File: src/rtl/alu_issue_stage.sv
// ID/EX issue stage in front of the ALU. It accepts decoded micro-ops over a
// valid/ready handshake, picks operands (x0, writeback-forwarded, register or
// immediate) and decodes the op into one-hot ALU selects. A two-entry skid
// buffer (main + skid) keeps in_ready a pure flop output. Buffered operands
// snoop the writeback port so they stay coherent while stalled.
module alu_issue_stage #(
  parameter int WIDTH = 32,
  parameter int RADDR = 5
) (
  input  logic             clk,
  input  logic             rst,
  input  logic             flush,
  input  logic             in_valid,
  output logic             in_ready,
  input  logic [2:0]       in_op,
  input  logic [RADDR-1:0] in_rs1_addr,
  input  logic [RADDR-1:0] in_rs2_addr,
  input  logic [WIDTH-1:0] in_rs1_data,
  input  logic [WIDTH-1:0] in_rs2_data,
  input  logic [WIDTH-1:0] in_imm,
  input  logic             in_use_imm,
  input  logic [RADDR-1:0] in_rd_addr,
  input  logic             in_rd_we,
  input  logic             wb_we,
  input  logic [RADDR-1:0] wb_rd,
  input  logic [WIDTH-1:0] wb_data,
  output logic             out_valid,
  input  logic             out_ready,
  output logic [WIDTH-1:0] operand_a,
  output logic [WIDTH-1:0] operand_b,
  output logic             alu_sel_add,
  output logic             alu_sel_sub,
  output logic             alu_sel_nop,
  output logic             alu_sel_pass1,
  output logic             alu_sel_pass2,
  output logic [RADDR-1:0] out_rd_addr,
  output logic             out_rd_we,
  output logic             out_illegal
);

  typedef enum logic [1:0] {
    S_EMPTY = 2'd0,
    S_ONE   = 2'd1,
    S_TWO   = 2'd2
  } state_t;

  // One-hot select vector order: {pass2, pass1, sub, add, nop}
  localparam logic [4:0] SEL_NOP   = 5'b00001;
  localparam logic [4:0] SEL_ADD   = 5'b00010;
  localparam logic [4:0] SEL_SUB   = 5'b00100;
  localparam logic [4:0] SEL_PASS1 = 5'b01000;
  localparam logic [4:0] SEL_PASS2 = 5'b10000;

  // Source addresses and use_imm are kept so held entries can snoop writeback.
  typedef struct packed {
    logic [RADDR-1:0] rs1;
    logic [RADDR-1:0] rs2;
    logic             use_imm;
    logic [WIDTH-1:0] a;
    logic [WIDTH-1:0] b;
    logic [RADDR-1:0] rd_addr;
    logic             rd_we;
    logic [4:0]       sel;
    logic             illegal;
  } entry_t;

  state_t r_state;
  state_t w_next_state;
  logic   r_in_ready;
  entry_t r_main;
  entry_t r_skid;
  entry_t w_cap;
  entry_t w_main_snp;
  entry_t w_skid_snp;
  logic   w_in_xfer;
  logic   w_out_xfer;
  logic   w_load_main_in;
  logic   w_load_main_skid;
  logic   w_hold_main;
  logic   w_load_skid;
  logic   w_hold_skid;

  // x0 reads as zero; a same-cycle writeback to the source wins over the RF.
  function automatic logic [WIDTH-1:0] fwd_operand(
    input logic [RADDR-1:0] addr,
    input logic [WIDTH-1:0] rf_data,
    input logic             we,
    input logic [RADDR-1:0] rd,
    input logic [WIDTH-1:0] data
  );
    if (addr == '0)             return '0;
    else if (we && rd == addr)  return data;
    else                        return rf_data;
  endfunction

  // Refresh register-sourced operands of a held entry; immediates never snoop.
  function automatic entry_t snoop_entry(
    input entry_t           e,
    input logic             we,
    input logic [RADDR-1:0] rd,
    input logic [WIDTH-1:0] data
  );
    entry_t r;
    r = e;
    if (we && rd != '0) begin
      if (e.rs1 == rd)                 r.a = data;
      if (!e.use_imm && e.rs2 == rd)   r.b = data;
    end
    return r;
  endfunction

  assign w_in_xfer  = in_valid && r_in_ready;
  assign w_out_xfer = (r_state != S_EMPTY) && out_ready;

  // Build the entry for the op currently on the input port (operands + decode).
  always_comb begin
    // NOTE: every field gets a default first so no path leaves a latch behind.
    w_cap         = '0;
    w_cap.rs1     = in_rs1_addr;
    w_cap.rs2     = in_rs2_addr;
    w_cap.use_imm = in_use_imm;
    w_cap.rd_addr = in_rd_addr;
    w_cap.a       = fwd_operand(in_rs1_addr, in_rs1_data, wb_we, wb_rd, wb_data);
    w_cap.b       = in_use_imm ? in_imm
                  : fwd_operand(in_rs2_addr, in_rs2_data, wb_we, wb_rd, wb_data);
    w_cap.sel     = SEL_NOP;
    case (in_op)
      3'd0: w_cap.sel = SEL_NOP;
      3'd1: begin w_cap.sel = SEL_ADD;   w_cap.rd_we = in_rd_we; end
      3'd2: begin w_cap.sel = SEL_SUB;   w_cap.rd_we = in_rd_we; end
      3'd3: begin w_cap.sel = SEL_PASS1; w_cap.rd_we = in_rd_we; end
      3'd4: begin w_cap.sel = SEL_PASS2; w_cap.rd_we = in_rd_we; end
      default: w_cap.illegal = 1'b1;
    endcase
  end

  // Snooped views of both stored entries for this cycle's writeback.
  always_comb begin
    w_main_snp = snoop_entry(r_main, wb_we, wb_rd, wb_data);
    w_skid_snp = snoop_entry(r_skid, wb_we, wb_rd, wb_data);
  end

  // FSM state register; in_ready is registered from the next state.
  always_ff @(posedge clk or posedge rst) begin
    if (rst) begin
      // NOTE: sequential state uses non-blocking assignments so every flop
      // samples pre-edge values regardless of block evaluation order.
      r_state    <= S_EMPTY;
      r_in_ready <= 1'b1;
    end else begin
      r_state    <= w_next_state;
      r_in_ready <= (w_next_state != S_TWO);
    end
  end

  // FSM next-state logic.
  always_comb begin
    w_next_state = r_state;
    if (flush) begin
      w_next_state = S_EMPTY;
    end else begin
      case (r_state)
        S_EMPTY: if (w_in_xfer) w_next_state = S_ONE;
        S_ONE: begin
          if (w_out_xfer && !w_in_xfer)      w_next_state = S_EMPTY;
          else if (!w_out_xfer && w_in_xfer) w_next_state = S_TWO;
        end
        S_TWO:   if (w_out_xfer) w_next_state = S_ONE;
        default: w_next_state = S_EMPTY;
      endcase
    end
  end

  // FSM output logic: buffer load/hold controls.
  always_comb begin
    w_load_main_in   = 1'b0;
    w_load_main_skid = 1'b0;
    w_hold_main      = 1'b0;
    w_load_skid      = 1'b0;
    w_hold_skid      = 1'b0;
    if (!flush) begin
      case (r_state)
        S_EMPTY: w_load_main_in = w_in_xfer;
        S_ONE: begin
          if (w_out_xfer) begin
            w_load_main_in = w_in_xfer;
          end else begin
            w_hold_main = 1'b1;
            w_load_skid = w_in_xfer;
          end
        end
        S_TWO: begin
          if (w_out_xfer) begin
            w_load_main_skid = 1'b1;
          end else begin
            w_hold_main = 1'b1;
            w_hold_skid = 1'b1;
          end
        end
        default: ;
      endcase
    end
  end

  // Entry storage: load from input or skid, otherwise snoop while held.
  always_ff @(posedge clk or posedge rst) begin
    if (rst) begin
      r_main <= '0;
      r_skid <= '0;
    end else begin
      if (w_load_main_in)        r_main <= w_cap;
      else if (w_load_main_skid) r_main <= w_skid_snp;
      else if (w_hold_main)      r_main <= w_main_snp;

      if (w_load_skid)           r_skid <= w_cap;
      else if (w_hold_skid)      r_skid <= w_skid_snp;
    end
  end

  // Outputs come straight from flops; an empty stage presents a NOP.
  assign in_ready    = r_in_ready;
  assign out_valid   = (r_state != S_EMPTY);
  assign operand_a   = r_main.a;
  assign operand_b   = r_main.b;
  assign out_rd_addr = out_valid ? r_main.rd_addr : '0;
  assign out_rd_we   = out_valid && r_main.rd_we;
  assign out_illegal = out_valid && r_main.illegal;
  assign {alu_sel_pass2, alu_sel_pass1, alu_sel_sub, alu_sel_add, alu_sel_nop} =
         out_valid ? r_main.sel : SEL_NOP;

endmodule
File: config.mk
export PLATFORM = sky130hd
export DESIGN_NAME = alu_issue_stage
export DESIGN_NICKNAME = d
export VERILOG_FILES = /design/src/rtl/alu_issue_stage.sv
export SDC_FILE = /design/constraint.sdc
export NUM_CORES = 1
export LEC_CHECK = 0
export CORE_ASPECT_RATIO = 1.5
export CORE_MARGIN = 5
export CORE_UTILIZATION = 47
export DETAILED_ROUTE_END_ITERATION = 16
export GPL_ROUTABILITY_DRIVEN = 0
export GPL_TIMING_DRIVEN = 0
export PLACE_DENSITY_LB_ADDON = 0.15
export SLEW_MARGIN = 20
export SYNTH_ARGS = -nofsm -noshare
export SYNTH_HDL_FRONTEND = slang
export SYNTH_SLANG_ARGS = --single-unit
File: constraint.sdc
create_clock -name clk -period 6.8 [get_ports clk]
set_input_delay 2.04 -clock clk [delete_from_list [all_inputs] [get_ports clk]]
set_output_delay 2.04 -clock clk [all_outputs]
set_load 0.005 [all_outputs]
; After elaboration in Yosys (flattened, before gate mapping)
; Cells that the tools add are included.
; W data, S select, Z words.
[classes]
mux = 41
n_reduce_logical = 32
n_eq_ne = 13
[ops]
columns = cell, n
row1 = $mux W32, 9
row2 = $mux W87, 3
row3 = $mux W76, 2
row4 = $mux W64, 2
row5 = $eq A5 B5 Y1, 6
row6 = $pmux W5 S4, 1
row7 = $mux W1, 15
row8 = $reduce_bool A3 Y1, 4
row9 = $logic_and A1 B1 Y1, 11
row10 = $logic_not A5 Y1, 2
row11 = $mux W2, 5
row12 = $mux W5, 2
row13 = $eq A3 B2 Y1 const B, 2
row14 = $pmux W2 S3, 1
row15 = $reduce_and A3 Y1, 2
row16 = $reduce_bool A2 Y1, 3
row17 = $reduce_bool A5 Y1, 1
row18 = $reduce_or A5 Y1, 1
row19 = $logic_not A1 Y1, 4
row20 = $reduce_or A4 Y1, 1
row21 = $eq A3 B1 Y1 const B, 1
row22 = $eq A3 B3 Y1 const B, 1
row23 = $logic_not A3 Y1, 1
row24 = $eq A2 B1 Y1 const B, 1
row25 = 5 further kinds, 5
[totals]
register_bits = 177
inputBits = 159
word_cells = 106
output_inout_bits = 78

; Longest topological paths before layout
[logic_depth]
ltp_word = 9
ltp_mapped = 9
depth_no_buf = 8

; Worst setup path before layout
; OpenSTA, ideal clock, no wires.
[synth_path]
path_kind = input port to flip-flop
from = in wb_rd[1]
to = reg r_skid[67] (netlist bit)
n_path_buf = 2
cell_stages = 8
arrival_ns = 3.824
setup_ns = 0.125
setup_slack_ns = 2.851
t_required_ns = 6.675
cell_sequence = buf_2 or4_4 o211ai_2 nor2_1 nand2_2 buf_6 mux2_2 mux2_2
[synth_between]
elab_chain_cells = 5
elab_cells_between_ends = 11
cone_classes = 2 x eq/ne / 6 x mux / 3 x reduce/logical
[synth_rtl]
columns = element, line_no
row1 = start: declaration, 25  ; input logic [RADDR-1:0] wb_rd,
row2 = $eq A5 B5 Y1 (tied with other cells), 106  ; if (e.rs1 == rd) r.a = data;
row3 = $mux W32 (tied with other cells), 106
row4 = $mux W64 or $mux W32 (tied branches), "105, 92"
row5 = $mux W76 or $mux W32 (tied branches), "216, 91"
row6 = $mux W87 (*), 215  ; if (w_load_skid) r_skid <= w_cap;
row7 = end signal: assignment, 215
row8 = end signal: assignment, 216  ; else if (w_hold_skid) r_skid <= w_skid_snp;
row9 = end: declaration, 71  ; entry_t r_skid;
; Every way passes the cells marked *; elsewhere a longest branch is shown, timed or not. The select of a mux whose other input is x is not followed.
; A chain may end at the register's enable or synchronous reset.

; Final worst setup path
[layout_path]
from = in in_valid
to = reg r_main[82] (netlist bit)
[layout_between]
elab_chain_cells = 5
elab_cells_between_ends = 6
cone_classes = 4 x mux / 2 x reduce/logical
[layout_rtl]
columns = element, line_no
row1 = start: declaration, 13  ; input logic in_valid,
row2 = $logic_and A1 B1 Y1 (*), 112  ; assign w_in_xfer = in_valid && r_in_ready;
row3 = $mux W1, 185  ; if (w_out_xfer) begin
row4 = $pmux W1 S2 (*), 182  ; case (r_state)
row5 = $mux W1 (*), 181  ; if (!flush) begin
row6 = $mux W87 or $reduce_bool A2 Y1 (tied branches), n/a
row7 = end signal: assignment, 211  ; if (w_load_main_in) r_main <= w_cap;
row8 = end signal: assignment, 212  ; else if (w_load_main_skid) r_main <= w_skid_snp;
row9 = end signal: assignment, 213  ; else if (w_hold_main) r_main <= w_main_snp;
row10 = end: declaration, 70  ; entry_t r_main;
; Every way passes the cells marked *; elsewhere a longest branch is shown, timed or not.

==> impl_summary.md <==
Route
The iteration count of the initial detailed-routing pass is 5. The count of vias placed by the detailed router is 10,500. The detailed router finished its first iteration with 702 violations. The mean number of vias per cell is 5.93. The wire length reported by the detailed router is 38,900 um. After detailed routing, the number of remaining DRC violations is 0. Dividing the detail-routed wire length by the instance count gives 22.0 um. The detail route stage leaves a number of antenna-violating nets equal to 0.

Die
The floorplan has 69 rows. The effective utilization at floorplan is 47.4%. Measured along the x axis, the die boundary spans 136 um. The floorplan step defined a die boundary enclosing 27,100 sq um.

In this run the count of I/O pins placed on the die edge is 237. The area of the placeable core is 23,700 sq um. The die is 199 um tall.

Clock tree
The later-pin clock latency in the skew report is 0.44 ns. The clock tree from TritonCTS is done. The deepest level of the CTS H-tree is 4. Buffers inserted during clock tree synthesis total 17. The root cell of the clock tree is sky130_fd_sc_hd__clkbuf_16. The CTS sink count is 177. The largest buffer count on any clock path is 2.

Post-CTS repair changed the size of 0 cells. For this design, the CTS-stage hold fixing added 0 buffers. After clock tree synthesis, the clock-pin slew on the worst setup and hold paths is 0.07 ns. The number of setup buffers added after CTS is 0.

GRT
The number of global-route vias before repair is 10,800. The total global routing track utilization is 28.5%. The initial antenna violation count came to 0. The wire length of the first global-routing pass is 59,600 um. The largest net degree at the start of global routing is 34. The leftover overflow at the end of global routing is 0.

Timing
The maximum clock skew at final layout is 0.00819 ns. After layout, the worst setup slack is 2.02 ns. The number of hold violations in the final report is 0. The worst path needs 4.78 ns of the cycle, external delays included. Adding up every negative setup slack in the final design gives 0 ns. For the pin with the worst max-slew slack, the measured transition is 1.00 ns. Setup repair after global routing left no endpoint under its margin. The fmax is 209 MHz. The tightest slew margin relative to the limit is 32.6%. After layout, the worst path uses 70.3% of the clock period. The final count of pins violating max slew is 0.

The total of endpoints with negative setup slack in the final report is 0.

Synth
The post-synthesis register bit count is 177. After synthesis, the netlist uses 49 different library cells. The post-synthesis cell type with the largest combined area is sky130_fd_sc_hd__dfrtp_1. The top cell type's share of synthesized area is 39.2%. Counting every instance in the synthesized netlist gives 1,185. In this run the cell area of the synthesized design comes to 11,200 sq um. Ranked by total cell area, the synthesized netlist is headed by sky130_fd_sc_hd__dfrtp_1 39%, sky130_fd_sc_hd__mux2i_1 12%, sky130_fd_sc_hd__a21oi_1 5.8%. The number of nets handed over by synthesis was 1,349. The average footprint of a synthesized cell is 9.47 sq um. Of the synthesized area, sequential elements account for 39.5%.

The Yosys step of the flow raised 0 warnings.

Finish
The final net count is 1,605. The utilization of the core after routing is 61.8%. The antenna diode count is 0. Cells with a size suffix above 1 make up 15.0% of the layout. The layout overhead on the synthesized area is 30.3%.

Placement
Buffers placed on the I/O ports in this run total 231. Before CTS, the worst setup slack after placement is 1.68 ns. The wire-length estimate of the detail-placed layout is 29,100 um.

Power and ir drop
The switching share of power is 32.5%. The analysis attributes to cell leakage a power of 6.63 nW. The register share of total power is 38.7%.

The total internal power is 3.26 mW. The clock network accounts for 20.1% of the total power. Power spread over the standard cell area amounts to 330 nW/um^2.

Combinational logic burns 41.1% of the power. The maximum VDD drop is 0.000206 V. For this design the total switching power over the nets is 1.57 mW.

Setup path
The master of the slowest instance on the critical path is sky130_fd_sc_hd__nor4_1. The critical-path maximum fanout is 10. The setup slack of the most critical reg-to-reg path is 3.21 ns. The critical path data arrival time is 5.13 ns. The data required time at the worst endpoint is 7.15 ns. Traced cell by cell, the critical path runs through clkdlybuf4s50_1 > nand2_1 > nor4_1 > clkbuf_1 > clkbuf_1 > buf_2 > nand2_1 > o21ai_0.

The start-to-end type of the worst setup path is input port to register. On the worst path, the slowest cell contributes a delay of 0.87 ns. The kind of launch point of the worst setup path is an input port. The endpoint kind of the worst setup timing path is a register.

Flow run
Max-cap violations in this run came to 0.

Status
The flow ran to the end, and the final reports show no timing, DRC or antenna violations.

Min path
In this run the worst hold path is classified as register to register.
metal layers:
metal  part of all wire (%)  global-route usage [%]
met5                      0                       0
met1                     38                    34.2
met3                    7.0                    4.86
met4                    4.7                    15.1
met2                     51                    48.6
flip-flops by register name, summed over array words and instances, names as in the netlist:
| name | flops |
|---|---|
| r_skid | 87 |
| r_state | 2 |
| operand_a | 32 |
| operand_b | 32 |
| in_ready | 1 |
| r_main | 23 |
power by group through the flow:
stage / Combinational, mW / Clock (mW) / Sequential (mW)
floorplan: 1.21 / 0 / 1.78
global placement: 1.93 / 0 / 1.86
detailed placement: 1.99 / 0 / 1.88
CTS: 1.99 / 0.985 / 1.86
global route: 2.16 / 1.02 / 1.92
finish: 1.99 / 0.972 / 1.87
placed cells by master (no fill, tap or decap), types with 32 or more instances in the layout:
cell type,synthesis,layout
sky130_fd_sc_hd__a21oi_1,129,129
sky130_fd_sc_hd__buf_4,70,70
sky130_fd_sc_hd__mux2_2,56,56
sky130_fd_sc_hd__a22oi_1,32,32
sky130_fd_sc_hd__dfrtp_1,176,176
sky130_fd_sc_hd__a31oi_1,33,33
sky130_fd_sc_hd__o21ai_0,32,32
sky130_fd_sc_hd__a22o_1,56,56
sky130_fd_sc_hd__nand2_1,166,166
sky130_fd_sc_hd__and4_1,32,32
sky130_fd_sc_hd__mux2i_1,137,137
sky130_fd_sc_hd__clkbuf_1,61,62
sky130_fd_sc_hd__clkdlybuf4s50_1,0,231
critical path: cells and delay by family:
family,cells,cell delay [ns]
compound gates,1,0.10
buf+inv,4,1.89
simple gates,3,1.09
Yosys cell counts (all sizes together):
library cell	instances
dfstp	1
dfrtp	176
clkbuf	61
nand3	10
a31oi	34
a21oi	130
and2	1
ha	5
nor2	20
or2	3
nand3b	1
o21a	1
xor2	14
a22oi	32
or3	1
buf	103
xnor2	17
nor4	4
nor4b	1
nand4	3
a22o	56
mux2i	137
o21ai	64
a211oi	6
a2111oi	1
o211ai	2
mux2	56
o221a	8
and3	1
a31o	1
or4	4
nor3	6
nand2b	1
inv	6
nand2	167
nor2b	18
o41ai	1
and4	32
metrics by stage:
stage | hold WS, ns | cells | area [sq um] | total power [mW]
6_report | 0.486 | 1773 | 14600 | 4.83
5_1_grt | 0.521 | 1773 | 14600 | 5.11
4_1_cts | 0.490 | 1773 | 14600 | 4.84
3_5_place_dp | 0.471 | 1741 | 14100 | 3.86
3_3_place_gp | 0.459 | 1735 | 13900 | 3.79
2_1_floorplan | 0.443 | 1185 | 11200 | 2.99
path summary, 6_finish.rpt:
path / startpoint / to / depth (start not counted)
worst max-delay path: in_valid / r_main[82] / 8
worst min-delay path: r_skid[2] / r_skid[2] / 2
worst max register to register: r_state[0] / r_main[82] / 9
worst min register to register: r_skid[2] / r_skid[2] / 2
max in group asynchronous: rst / r_skid[0] / 6
min in group asynchronous: rst / operand_b[16] / 2
cells by family (layout without fill, tap and decap cells):
| group | after synthesis | after routing | synth area share [%] |
|---|---|---|---|
| buffers and inverters | 170 | 439 | 8.80 |
| adder cells (fa/ha/maj) | 5 | 5 | 0.557 |
| flip-flops | 177 | 177 | 39.5 |
| AND/OR/NAND/NOR | 273 | 273 | 11.9 |
| AO/OA/AOI/OAI | 336 | 336 | 19.0 |
| XOR/XNOR | 31 | 31 | 2.42 |
| multiplexers | 193 | 193 | 17.8 |
area by class of cell:
type / instances / area (sq um)
clock inverter: 14 / 134
fill: 2106 / 9030
multi-input combinational: 838 / 5810
tap: 319 / 399
buffer: 164 / 965
timing repair buffer: 237 / 2430
sequential: 177 / 4430
inverter: 6 / 26.3
clock buffer: 18 / 429
Power figures use the tool's default switching activity.
